<file path="src/rtl/mips_store_pkg.sv">
// Shared definitions for the store narrowing path: size encodings, FSM states
// and the alignment rule used on request acceptance.
package mips_store_pkg;

  localparam logic [1:0] SZ_BYTE = 2'b00;
  localparam logic [1:0] SZ_HALF = 2'b01;
  localparam logic [1:0] SZ_WORD = 2'b10;

  typedef enum logic [2:0] {
    IDLE,
    READ,
    WAIT,
    WRITE,
    ERR
  } state_e;

  // Illegal size encodings are reported through the same path as misalignment.
  function automatic logic is_misaligned(input logic [1:0] size, input logic [1:0] offset);
    logic bad;
    case (size)
      SZ_BYTE: bad = 1'b0;
      SZ_HALF: bad = offset[0];
      SZ_WORD: bad = |offset;
      default: bad = 1'b1;
    endcase
    return bad;
  endfunction

endpackage

</file>
<file path="src/rtl/store_merge.sv">
// Combinational big-endian lane merge: writes the low byte/halfword of new_data
// into the selected lane of old_word, leaving other bytes untouched.
module store_merge
  import mips_store_pkg::*;
(
  input  logic [31:0] old_word,
  input  logic [31:0] new_data,
  input  logic [1:0]  size,
  input  logic [1:0]  offset,
  output logic [31:0] merged_c
);

  always_comb begin
    merged_c = old_word;
    case (size)
      SZ_BYTE: begin
        case (offset)
          2'd0:    merged_c[31:24] = new_data[7:0];
          2'd1:    merged_c[23:16] = new_data[7:0];
          2'd2:    merged_c[15:8]  = new_data[7:0];
          default: merged_c[7:0]   = new_data[7:0];
        endcase
      end
      SZ_HALF: begin
        if (offset[1]) merged_c[15:0]  = new_data[15:0];
        else           merged_c[31:16] = new_data[15:0];
      end
      default: merged_c = new_data;
    endcase
  end

endmodule

</file>
<file path="src/rtl/store_narrow_rmw.sv">
// Store narrowing unit: sub-word stores become read-modify-write on a
// word-only memory; word stores go straight to a write.
module store_narrow_rmw
  import mips_store_pkg::*;
#(
  parameter int unsigned ADDR_W = 30
) (
  input  logic              clk,
  input  logic              rst,
  input  logic              req_valid,
  output logic              req_ready,
  input  logic [31:0]       req_addr,
  input  logic [31:0]       req_data,
  input  logic [1:0]        req_size,
  output logic [ADDR_W-1:0] mem_addr,
  output logic              mem_rd_en,
  input  logic [31:0]       mem_rd_data,
  output logic              mem_wr_en,
  output logic [31:0]       mem_wr_data,
  output logic              done,
  output logic              misaligned
);

  state_e      state;
  state_e      state_d;
  logic        accept_c;
  logic [31:0] data_q;
  logic [1:0]  size_q;
  logic [1:0]  off_q;
  logic [31:0] merged_c;

  store_merge u_merge (
    .old_word (mem_rd_data),
    .new_data (data_q),
    .size     (size_q),
    .offset   (off_q),
    .merged_c (merged_c)
  );

  // Next-state decode; requests are only looked at in IDLE.
  always_comb begin
    state_d  = state;
    accept_c = 1'b0;
    case (state)
      IDLE: begin
        if (req_valid) begin
          accept_c = 1'b1;
          if (is_misaligned(req_size, req_addr[1:0])) state_d = ERR;
          else if (req_size == SZ_WORD)                state_d = WRITE;
          else                                         state_d = READ;
        end
      end
      READ:    state_d = WAIT;
      WAIT:    state_d = WRITE;
      WRITE:   state_d = IDLE;
      ERR:     state_d = IDLE;
      default: state_d = IDLE;
    endcase
  end

  // Outputs are registered decodes of the next state, so they line up with it.
  always_ff @(posedge clk or posedge rst) begin
    if (rst) begin
      state       <= IDLE;
      req_ready   <= 1'b1;
      mem_rd_en   <= 1'b0;
      mem_wr_en   <= 1'b0;
      done        <= 1'b0;
      misaligned  <= 1'b0;
      mem_addr    <= '0;
      mem_wr_data <= '0;
      data_q      <= '0;
      size_q      <= '0;
      off_q       <= '0;
    end else begin
      state      <= state_d;
      req_ready  <= (state_d == IDLE);
      mem_rd_en  <= (state_d == READ);
      mem_wr_en  <= (state_d == WRITE);
      done       <= (state_d == WRITE);
      misaligned <= (state_d == ERR);
      if (accept_c) begin
        mem_addr <= req_addr[ADDR_W+1:2];
        data_q   <= req_data;
        size_q   <= req_size;
        off_q    <= req_addr[1:0];
        if (state_d == WRITE) mem_wr_data <= req_data;
      end
      if (state == WAIT) mem_wr_data <= merged_c;
    end
  end

endmodule

</file>
<file path="config.mk">
export PLATFORM = sky130hd
export DESIGN_NAME = store_narrow_rmw
export DESIGN_NICKNAME = d
export VERILOG_FILES = /design/src/rtl/mips_store_pkg.sv /design/src/rtl/store_merge.sv /design/src/rtl/store_narrow_rmw.sv
export SDC_FILE = /design/constraint.sdc
export NUM_CORES = 1
export LEC_CHECK = 0
export CAP_MARGIN = 20
export CORE_MARGIN = 1.5
export CORE_UTILIZATION = 43
export CTS_BUF_LIST = sky130_fd_sc_hd__clkbuf_16
export DETAILED_ROUTE_END_ITERATION = 6
export PLACE_DENSITY = 0.74
export SETUP_SLACK_MARGIN = 0.1
export SYNTH_ARGS = -nofsm -noshare
export SYNTH_HDL_FRONTEND = slang
export SYNTH_SLANG_ARGS = --single-unit
export TNS_END_PERCENT = 1
</file>
<file path="constraint.sdc">
create_clock -name clk -period 5.7 [get_ports clk]
set_input_delay 1.425 -clock clk [delete_from_list [all_inputs] [get_ports clk]]
set_output_delay 1.425 -clock clk [all_outputs]
set_load 0.02 [all_outputs]
</file>
==> Yosys cells after proc, flatten, opt, wreduce, memory -nomap -nowiden <==
Index checks and enable logic that the tools add are counted.
{ "word_totals": {"word_cells": 49, "ff_bits": 105} }
{ "op_classes": {"eq_ne": 10, "muxes": 19, "n_reduce_logical": 10} }
{ "op_table": {"columns": ["operator", "count"], "rows": [
  ["$mux 32", 3],
  ["$pmux 32 s2", 1],
  ["$mux 16", 2],
  ["$mux 8", 4],
  ["$pmux 3 s3", 1],
  ["$eq 2x1->1 const B", 3],
  ["$eq 3x1->1 const B", 2],
  ["$eq 3x2->1 const B", 2],
  ["$logic_not 2->1", 3],
  ["$logic_not 3->1", 2],
  ["$mux 3", 2],
  ["$eq 2x2->1 const B", 2],
  ["$mux 1", 4],
  ["$reduce_bool 2->1", 2],
  ["$eq 3x3->1 const B", 1],
  ["$pmux 1 s3", 1],
  ["$reduce_or 3->1", 1],
  ["$mux 2", 1],
  ["$reduce_and 2->1", 1],
  ["$reduce_or 2->1", 1]
]} }

==> Logic depth before layout (Yosys ltp) <==
Gate-level depths: netlist of the first run.
{ "logic_depth": {"word_depth": 11, "depth_mapped": 7, "depth_no_buf": 5} }

==> By module <==
From an unflattened synthesis of the first run, not the netlist that was laid out.
{ "hier_totals": {"hier_cells": 612, "area_unflattened_um2": 5341.4} }
{ "by_module_without_submodules": {"columns": ["mod", "n_inst", "seq_area_each_um2", "area_each_um2", "cells_each"], "rows": [
  ["store_narrow_rmw", 1, 2628.8, 4347.9, 485],
  ["store_merge", 1, 0.0, 993.5, 127]
]} }

==> Least setup slack after synthesis of the first run <==
Ideal clock, no wire load.
{ "synth_timing": {"path_type": "in2reg", "start": "input port req_valid", "end": "register data_q[19]", "arrival_time_ns": 2.497, "n_path_buf": 2, "required_time_ns": 5.575, "setup_time_ns": 0.125, "slack_ns": 3.078, "stages": 5, "cell_sequence": "nand2b_1 -> nor3_1 -> buf_2 -> buf_2 -> mux2_2"} }
{ "synth_via": {"elab_chain_len": 2} }
{ "synth_lines": {"columns": ["item", "line_no", "source"], "rows": [
  ["start, declared", "store_narrow_rmw.sv:10", "input logic req_valid,"],
  ["$mux 1", "store_narrow_rmw.sv:46", "if (req_valid) begin"],
  ["$mux 1", "store_narrow_rmw.sv:44", "case (state)"],
  ["end signal, assigned", "store_narrow_rmw.sv:84", "data_q <= req_data;"],
  ["end, declared", "store_narrow_rmw.sv:27", "logic [31:0] data_q;"]
]} }
No other way between the ends.
A chain may end at the register's enable or synchronous reset.

==> Worst setup path in the final report of the first run <==
{ "layout_timing": {"start": "input port req_valid", "end": "register mem_wr_data[8]"} }
{ "layout_via": {"elab_chain_len": 5} }
{ "layout_lines": {"columns": ["item", "line_no", "source"], "rows": [
  ["$mux 3", "store_narrow_rmw.sv:46", null],
  ["$pmux 3 s3", "store_narrow_rmw.sv:44", null],
  ["$eq 3x2->1", "store_narrow_rmw.sv:87", "if (state_d == WRITE) mem_wr_data <= req_data;"],
  ["$reduce_bool 2->1 (no line)", null, null],
  ["$reduce_and 2->1 (no line) *", null, null],
  ["end signal, assigned", "store_narrow_rmw.sv:87", null],
  ["end signal, assigned", "store_narrow_rmw.sv:89", "if (state == WAIT) mem_wr_data <= merged_c;"],
  ["end, declared", "store_narrow_rmw.sv:19", "output logic [31:0] mem_wr_data,"]
]} }
Mark *: on every way between the ends. The rest lies on a longest branch, timed or not.

==> key figures, run 1 <==
Outcome
  – Status: complete, no violations

Layout
  – Nets: around 700
  – Antenna cell count: 0
  – Finished Cell Area: around 0.0069 mm²
  – Layout area overhead: 41.6%
  – Fraction of layout cells with a size suffix above 1: 15.5%
  – Final core utilization: around 63%
  – Non-filler cells, final: between 700 and 800

Worst setup path
  – Startpoint types: input pin
  – FF-to-FF path depth: 6
  – Worst-path maximum fanout: 38
  – Setup crit start: req_valid
  – CP arrival: roughly 3.7 ns
  – WS Path Type: input pin to flop
  – Register-to-register setup slack: roughly 3.3 ns
  – Critical path endpoint category: flop
  – Worst Path Required: 5.93 ns
  – Worst R2R Start: size_q[1]
  – Critical R2R Capture: mem_wr_data[31]

Pwr
  – Int Pwr: about 2.5 mW
  – Gate power share: 51.2%
  – VDD IR-drop max: roughly 0.30 mV
  – Flop pwr share: 34.4%
  – P_leak: between 2 and 3 nW
  – Clk network pwr share: 14.4%
  – Overall Power: around 4.2 mW
  – Net Sw Frac: approximately 40%
  – Power Dens Cells: 604 mW/mm²
  – Switching pwr: roughly 1.7 mW

Detailed routing
  – # DRC: 0
  – DR WL/cell: approximately 18 µm
  – Post-route ant nets: 0
  – DRT iter0 DRCs: ~230
  – DR pass1 iterations: 4
  – Vias post-DR: 4037
  – Total Routed Length: about 14 mm
  – Via-to-Cell Ratio: between 5 and 6

Die
  – Die area: ~0.012 mm²
  – Num rows: 38
  – # IOs: ~170
  – Die H: ~110 µm
  – Core footprint: 0.0109 mm²
  – Die width: 110 µm
  – Starting Density: between 40% and 50%

Synthesis
  – Sequential area share after synthesis: between 50% and 60%
  – Mapped Avg Cell Area: between 10 and 15 µm²
  – Netlist cell types: between 40 and 50
  – Top_reg_cell synth: dfrtp_1
  – #FFs+latches synth: ~110
  – Post-Syn Area: about 0.005 mm²
  – Syn_nets: approximately 540
  – Number of cells produced by synthesis: 440
  – Post-synth EDFFs: 0
  – Ys Warns: 0
  – Ys async rst share: 100%

CTS
  – Num CTS Buffers: 9
  – CTS H-tree lvls: 3
  – Clk root buf: clkbuf_16
  – Clock slew at reported path FFs: 0.07 ns
  – CTS Buffer Depth: 2
  – Clock sink count: approximately 110
  – Clock latency on the worst-skew pair: about 0.34 ns
  – CTS resizes: 0
  – Hold buffers post-CTS: 0
  – CTS tree: built
  – Post-CTS setup buffer count: 0

Timing
  – Max-slew headroom: between 30% and 40%
  – Fin crit period: around 3.5 ns
  – Final Setup Violations: 0
  – Worst-Margin Slew: about 1 ns
  – Clock Skew: between 0.004 and 0.005 ns
  – Pins Over Slew Limit: 0
  – Crit share post-route: between 60% and 70%
  – Final setup TNS: 0 ns
  – Final Hold Vio Count: 0
  – Max Clock Freq: 287 MHz
  – Unrepaired setup endpoints after global routing: no

Place
  – Placed cell count: between 700 and 800
  – IO Port Bufs: between 150 and 200
  – Placed Area: 0.00663 mm²
  – Detailed placement HPWL: ~9.6 mm
  – GPL Wtd Cong: around 0.79

Job
  – Max-cap viol count: 0

Worst hold path
  – Hold Path End: mem_wr_data[24]
  – Min-delay src: mem_wr_data[24]
  – Hold WC Path Type: flop to flop
  – Hold depth: 1

Global routing
  – GRT Util Overall: a little under a quarter
  – Overflow after GRT: 0
  – Initial antenna violation count: 0
  – Largest net degree at the start of global routing: 77
  – Vias in the first global route: ~4200
  – First-pass GRT wire length: roughly 21 mm
## area by class of cell
type / instances / area (µm²)
fill: 915 / 4020
sequential: 105 / 2630
multi-input combinational: 293 / 2080
timing repair buffer: 172 / 1710
clock buffer: 9 / 225
tap: 140 / 175
clock inverter: 6 / 60.1
inverter: 10 / 40.0
## placed cells by master, fill, tap and decap left out, types with 11 or more instances in the layout
cell type / Yosys / final
a21oi_1: 35 / 35
o21ai_0: 21 / 21
mux2_2: 60 / 60
a221o_1: 11 / 11
clkdlybuf4s50_1: 0 / 167
o21ai_1: 12 / 11
nor2_1: 33 / 33
nand2_1: 39 / 39
o31ai_1: 15 / 15
dfrtp_1: 104 / 104
## how the worst max path moves through the flow
stage,to,slack (ns)
2_1_floorplan,data_q[0],1.52
3_3_place_gp,mem_wr_data[13],2.03
3_5_place_dp,mem_wr_data[10],1.93
4_1_cts,mem_wr_data[8],2.25
5_1_grt,mem_wr_data[8],2.07
6_report,mem_wr_data[8],2.22
## worst max-delay path: stages
cell	delay, ns
clkdlybuf4s50_1	0.52
nand2b_1	0.12
o21a_1	0.25
o21ai_4	0.76
buf_4	0.42
nand2_1	0.09
o31ai_1	0.09
## cell usage after synthesis, drive strengths merged, types with 9 or more instances
cell | instances | area share, %
o21ai | 38 | 4.3
mux2 | 60 | 14
a21o | 10 | 1.5
a21oi | 35 | 3.6
inv | 10 | 0.77
o31ai | 15 | 2.3
a221o | 11 | 2.3
mux2i | 9 | 1.8
nand2 | 39 | 3.0
nor2 | 33 | 2.5
buf | 25 | 2.6
o22a | 9 | 1.6
dfrtp | 104 | 53
## registers in the layout, indices dropped and copies added, names as in the netlist
signal and cells:
data_q 32, mem_wr_data 32, mem_addr 30, state 3, off_q 2, size_q 2
done 1, mem_rd_en 1, misaligned 1, req_ready 1
## per-layer routing
layer,up-vias,wire (µm),track usage (%)
li1,1882,-,-
met5,-,0,0
met4,0,186,8.53
met3,15,1260,7.53
met2,170,6660,39.0
met1,1970,5410,28.5
## kinds of logic (layout without fill, tap and decap cells)
logic type | after synthesis | in the layout | share of synthesized area, %
compound gates | 132 | 132 | 18.0
flops | 105 | 105 | 53.8
simple gates | 92 | 92 | 8.58
mux | 69 | 69 | 15.7
buf+inv | 42 | 197 | 3.94
## power groups by stage
stage | Sequential, mW | Clock, mW | Combinational (mW)
2_1_floorplan | 1.61 | 0 | 1.13
3_3_place_gp | 1.43 | 0 | 2.09
3_5_place_dp | 1.45 | 0 | 2.14
4_1_cts | 1.44 | 0.612 | 2.16
5_1_grt | 1.48 | 0.645 | 2.32
6_report | 1.44 | 0.603 | 2.14
## per-stage QoR
step	setup slack [ns]	hold WS, ns
6_report	2.22	0.479
5_1_grt	2.07	0.496
4_1_cts	2.25	0.483
3_5_place_dp	1.93	0.467
3_3_place_gp	2.03	0.461
2_1_floorplan	1.52	0.478
Note: power is estimated with default switching activity, not from simulation.
==> run 2, diff against run 1 <==
--- a/config.mk
+++ b/config.mk
@@ -7,7 +7,7 @@
 export LEC_CHECK = 0
 export CAP_MARGIN = 20
 export CORE_MARGIN = 1.5
-export CORE_UTILIZATION = 43
+export CORE_UTILIZATION = 41
 export CTS_BUF_LIST = sky130_fd_sc_hd__clkbuf_16
 export DETAILED_ROUTE_END_ITERATION = 6
 export PLACE_DENSITY = 0.74
==> constraint.sdc (replaced) <==
create_clock -name clk -period 3.1 [get_ports clk]
set_input_delay 0.775 -clock clk [delete_from_list [all_inputs] [get_ports clk]]
set_output_delay 0.775 -clock clk [all_outputs]
set_load 0.02 [all_outputs]
==> run 2 against run 1 <==
  * The run now ends with design-rule violations left
  * Die area up 4.7%
  * Worst hold slack better by 0.0023 ns
  * Combinational power up 87%
  * Core utilization down 2.5 points
  * Sequential power up 83%
  * Global-route usage down 1.6 points
  * Routed wire length up 1.1%
  * First-iteration DRC count down 9.3%
  * Via count up 0.25%
  * Sequential cell count unchanged
  * Worst setup slack worse by 1.4 ns
  * Critical path depth down 1
  * Largest cell class unchanged
==> key figures, run 2 (same netlist as run 1, synthesis figures left out) <==
Pwr
  – P_leak: 2.91 nW (was 2.88 nW)
  – Int Pwr: 4.64 mW (was 2.50 mW)
  – Flop pwr share: 34.0% (was 34.4%)
  – Switching pwr: 3.10 mW (was 1.68 mW)
  – Power Dens Cells: 1110 mW/mm² (was 604 mW/mm²)
  – Clk network pwr share: 14.4% (about the same)
  – Net Sw Frac: 40.1% (was 40.2%)
  – VDD IR-drop max: 0.601 mV (was 0.298 mV)
  – Gate power share: 51.6% (was 51.2%)

Global routing
  – GRT Util Overall: 21.8% (was 23.4%)
  – Vias in the first global route: 4215 (was 4175)
  – Largest net degree at the start of global routing: 70 (was 77)
  – Overflow after GRT: 0 (unchanged)
  – Initial antenna violation count: 1 (was 0)
  – First-pass GRT wire length: 21.7 mm (was 21.3 mm)

CTS
  – Post-CTS setup buffer count: 0 (unchanged)
  – Clk root buf: clkbuf_16 (unchanged)
  – CTS H-tree lvls: 3 (unchanged)
  – Hold buffers post-CTS: 0 (unchanged)
  – Clock latency on the worst-skew pair: 0.34 ns (about the same)
  – CTS resizes: 0 (unchanged)
  – CTS Buffer Depth: 2 (unchanged)
  – CTS tree: built (unchanged)
  – Clock slew at reported path FFs: 0.07 ns (about the same)
  – Num CTS Buffers: 9 (unchanged)
  – Clock sink count: 105 (unchanged)

Timing
  – Fin crit period: about 2.3 ns
  – Unrepaired setup endpoints after global routing: no (unchanged)
  – Final Setup Violations: 0 (unchanged)
  – Max Clock Freq: 438 MHz
  – Pins Over Slew Limit: 0 (unchanged)
  – Final setup TNS: 0 ns (unchanged)
  – Max-slew headroom: 34.3% (was 32.8%)
  – Final Hold Vio Count: 0 (unchanged)
  – Worst-Margin Slew: 0.977 ns (was 0.999 ns)
  – Clock Skew: 0.00742 ns (was 0.00419 ns)
  – Crit share post-route: between 70% and 80%

Layout
  – Commonest non-fill, non-tap cell in the layout: clkdlybuf4s50_1 (unchanged)
  – Reg area: 0.00263 mm² (unchanged)
  – Layout area overhead: 43.2% (was 41.6%)
  – Fraction of layout cells with a size suffix above 1: 15.7% (was 15.5%)
  – Finished Cell Area: 0.00700 mm² (was 0.00692 mm²)
  – Nets: 695 (was 692)
  – Biggest regs: data_q: 32 flops, mem_wr_data: 32 flops, mem_addr: 30 flops (unchanged)
  – Commonest non-fill, non-tap cells in the layout: clkdlybuf4s50_1, dfrtp_1, mux2_2, nand2_1, a21oi_1 (unchanged)
  – Multi-input logic area: 0.00208 mm² (unchanged)
  – Antenna cell count: 0 (unchanged)
  – Fillers: 977 (was 915)

Worst setup path
  – Critical path endpoint category: flop (unchanged)
  – Startpoint types: input pin (unchanged)
  – Critical path, cell by cell: clkdlybuf4s50_1 -> nor3_1 -> a31o_2 -> o21ai_4 -> buf_12 -> o31ai_1 (was clkdlybuf4s50_1 -> nand2b_1 -> o21a_1 -> o21ai_4 -> buf_4 -> nand2_1 -> o31ai_1)
  – WS Path Type: input pin to flop (unchanged)
  – Critical Path Max Stage Delay: 0.48 ns (was 0.76 ns)
  – Critical path's slowest cell: clkdlybuf4s50_1 (was o21ai_4)
  – Register-to-register setup slack: 1.02 ns (was 3.31 ns)
  – Worst-path maximum fanout: 65 (was 38)
  – CP arrival: 2.52 ns (was 3.71 ns)
  – Worst Path Required: 3.34 ns (was 5.93 ns)

Detailed routing
  – DR WL/cell: 18.4 µm (about the same)
  – Via-to-Cell Ratio: 5.46 (was 5.49)
  – DRT iter0 DRCs: 206 (was 227)
  – Total Routed Length: 13.7 mm (was 13.5 mm)
  – DR pass1 iterations: 7 (was 4)
  – Vias post-DR: 4047 (was 4037)
  – # DRC: 11 (was 0)
  – Post-route ant nets: 0 (unchanged)

Die
  – Core footprint: 0.0115 mm² (was 0.0109 mm²)
  – Starting Density: 42.4% (was 44.7%)
  – Die H: 112 µm (was 110 µm)
  – Die width: 112 µm (was 110 µm)
  – Die area: 0.0126 mm² (was 0.0120 mm²)
  – # IOs: 168 (unchanged)
  – Num rows: 39 (was 38)

Place
  – Placed Area: 0.00671 mm² (was 0.00663 mm²)
  – GPL Wtd Cong: 0.830 (was 0.791)
  – IO Port Bufs: 167 (unchanged)
  – Detailed placement HPWL: 9.93 mm (was 9.58 mm)

Outcome
  – Status: finished with violations (was complete, no violations)
  – Failing checks: design-rule violations

Worst hold path
  – Hold WC Path Type: flop to flop (unchanged)

Job
  – Max-cap viol count: 0 (unchanged)
-- run 2: cell count changes in the layout (fill, tap and decap cells not counted) --
cell / previous run / this run
clkinvlp_4: 1 / 3
clkinv_2: 2 / 0
buf_12: 0 / 4
inv_1: 9 / 10
inv_4: 1 / 0
buf_4: 5 / 4
-- run 2: cell type report --
class                           instances  share of cell area, %
Timing Repair Buffer                  175                   25.5
Clock buffer                            9                   3.22
Inverter                               10                  0.590
Clock inverter                          6                  0.876
Sequential cell                       105                   37.6
Multi-Input combinational cell        293                   29.7
Tap cell                              143                   2.56
-- run 2: critical path, delay by kind of cell --
kind / cells / cell delay, ns
and+or+nand+nor: 1 / 0.39
AOI/OAI and AO/OA: 3 / 0.64
buffers and inverters: 2 / 0.66
-- run 2: metal layers --
layer  up-vias  global-route usage (%)  part of all wire (%)
li1       1899                       -                     -
met1      1960                    27.1                    40
met2       172                    36.0                    48
met3        16                    7.56                   9.9
met4         0                    7.00                   1.3
met5         -                       0                     0
-- run 2: final timing paths --
path	startpoint	endpoint	cells past startpoint
worst min-delay path	mem_wr_data[24]	mem_wr_data[24]	1
worst max register to register	size_q[0]	mem_wr_data[29]	5
worst min register to register	mem_wr_data[24]	mem_wr_data[24]	1
worst max-delay path	req_size[0]	mem_wr_data[6]	6
min in group asynchronous	rst	mem_rd_en	2
max in group asynchronous	rst	data_q[26]	3
-- run 2: metrics by stage --
step | power [mW] | utilization [%] | std cells | setup slack [ns] | hold slack [ns]
final | 7.74 | 60.8 | 741 | 0.818 | 0.482
after floorplan | 5.04 | - | 440 | 1.07 | 0.478
after global routing | 8.21 | 60.8 | 741 | 0.689 | 0.508
after global placement | 6.53 | 58.3 | 726 | 0.619 | 0.462
after detailed placement | 6.66 | 58.3 | 726 | 0.482 | 0.468
after CTS | 7.80 | 60.8 | 741 | 0.823 | 0.485
-- run 2: power by group through the flow --
stage	Clock [mW]	Combinational [mW]	Sequential (mW)
final	1.11	4.00	2.63
after global routing	1.20	4.29	2.72
after CTS	1.14	4.02	2.63
after detailed placement	0	4.00	2.65
after global placement	0	3.90	2.62
after floorplan	0	2.08	2.97
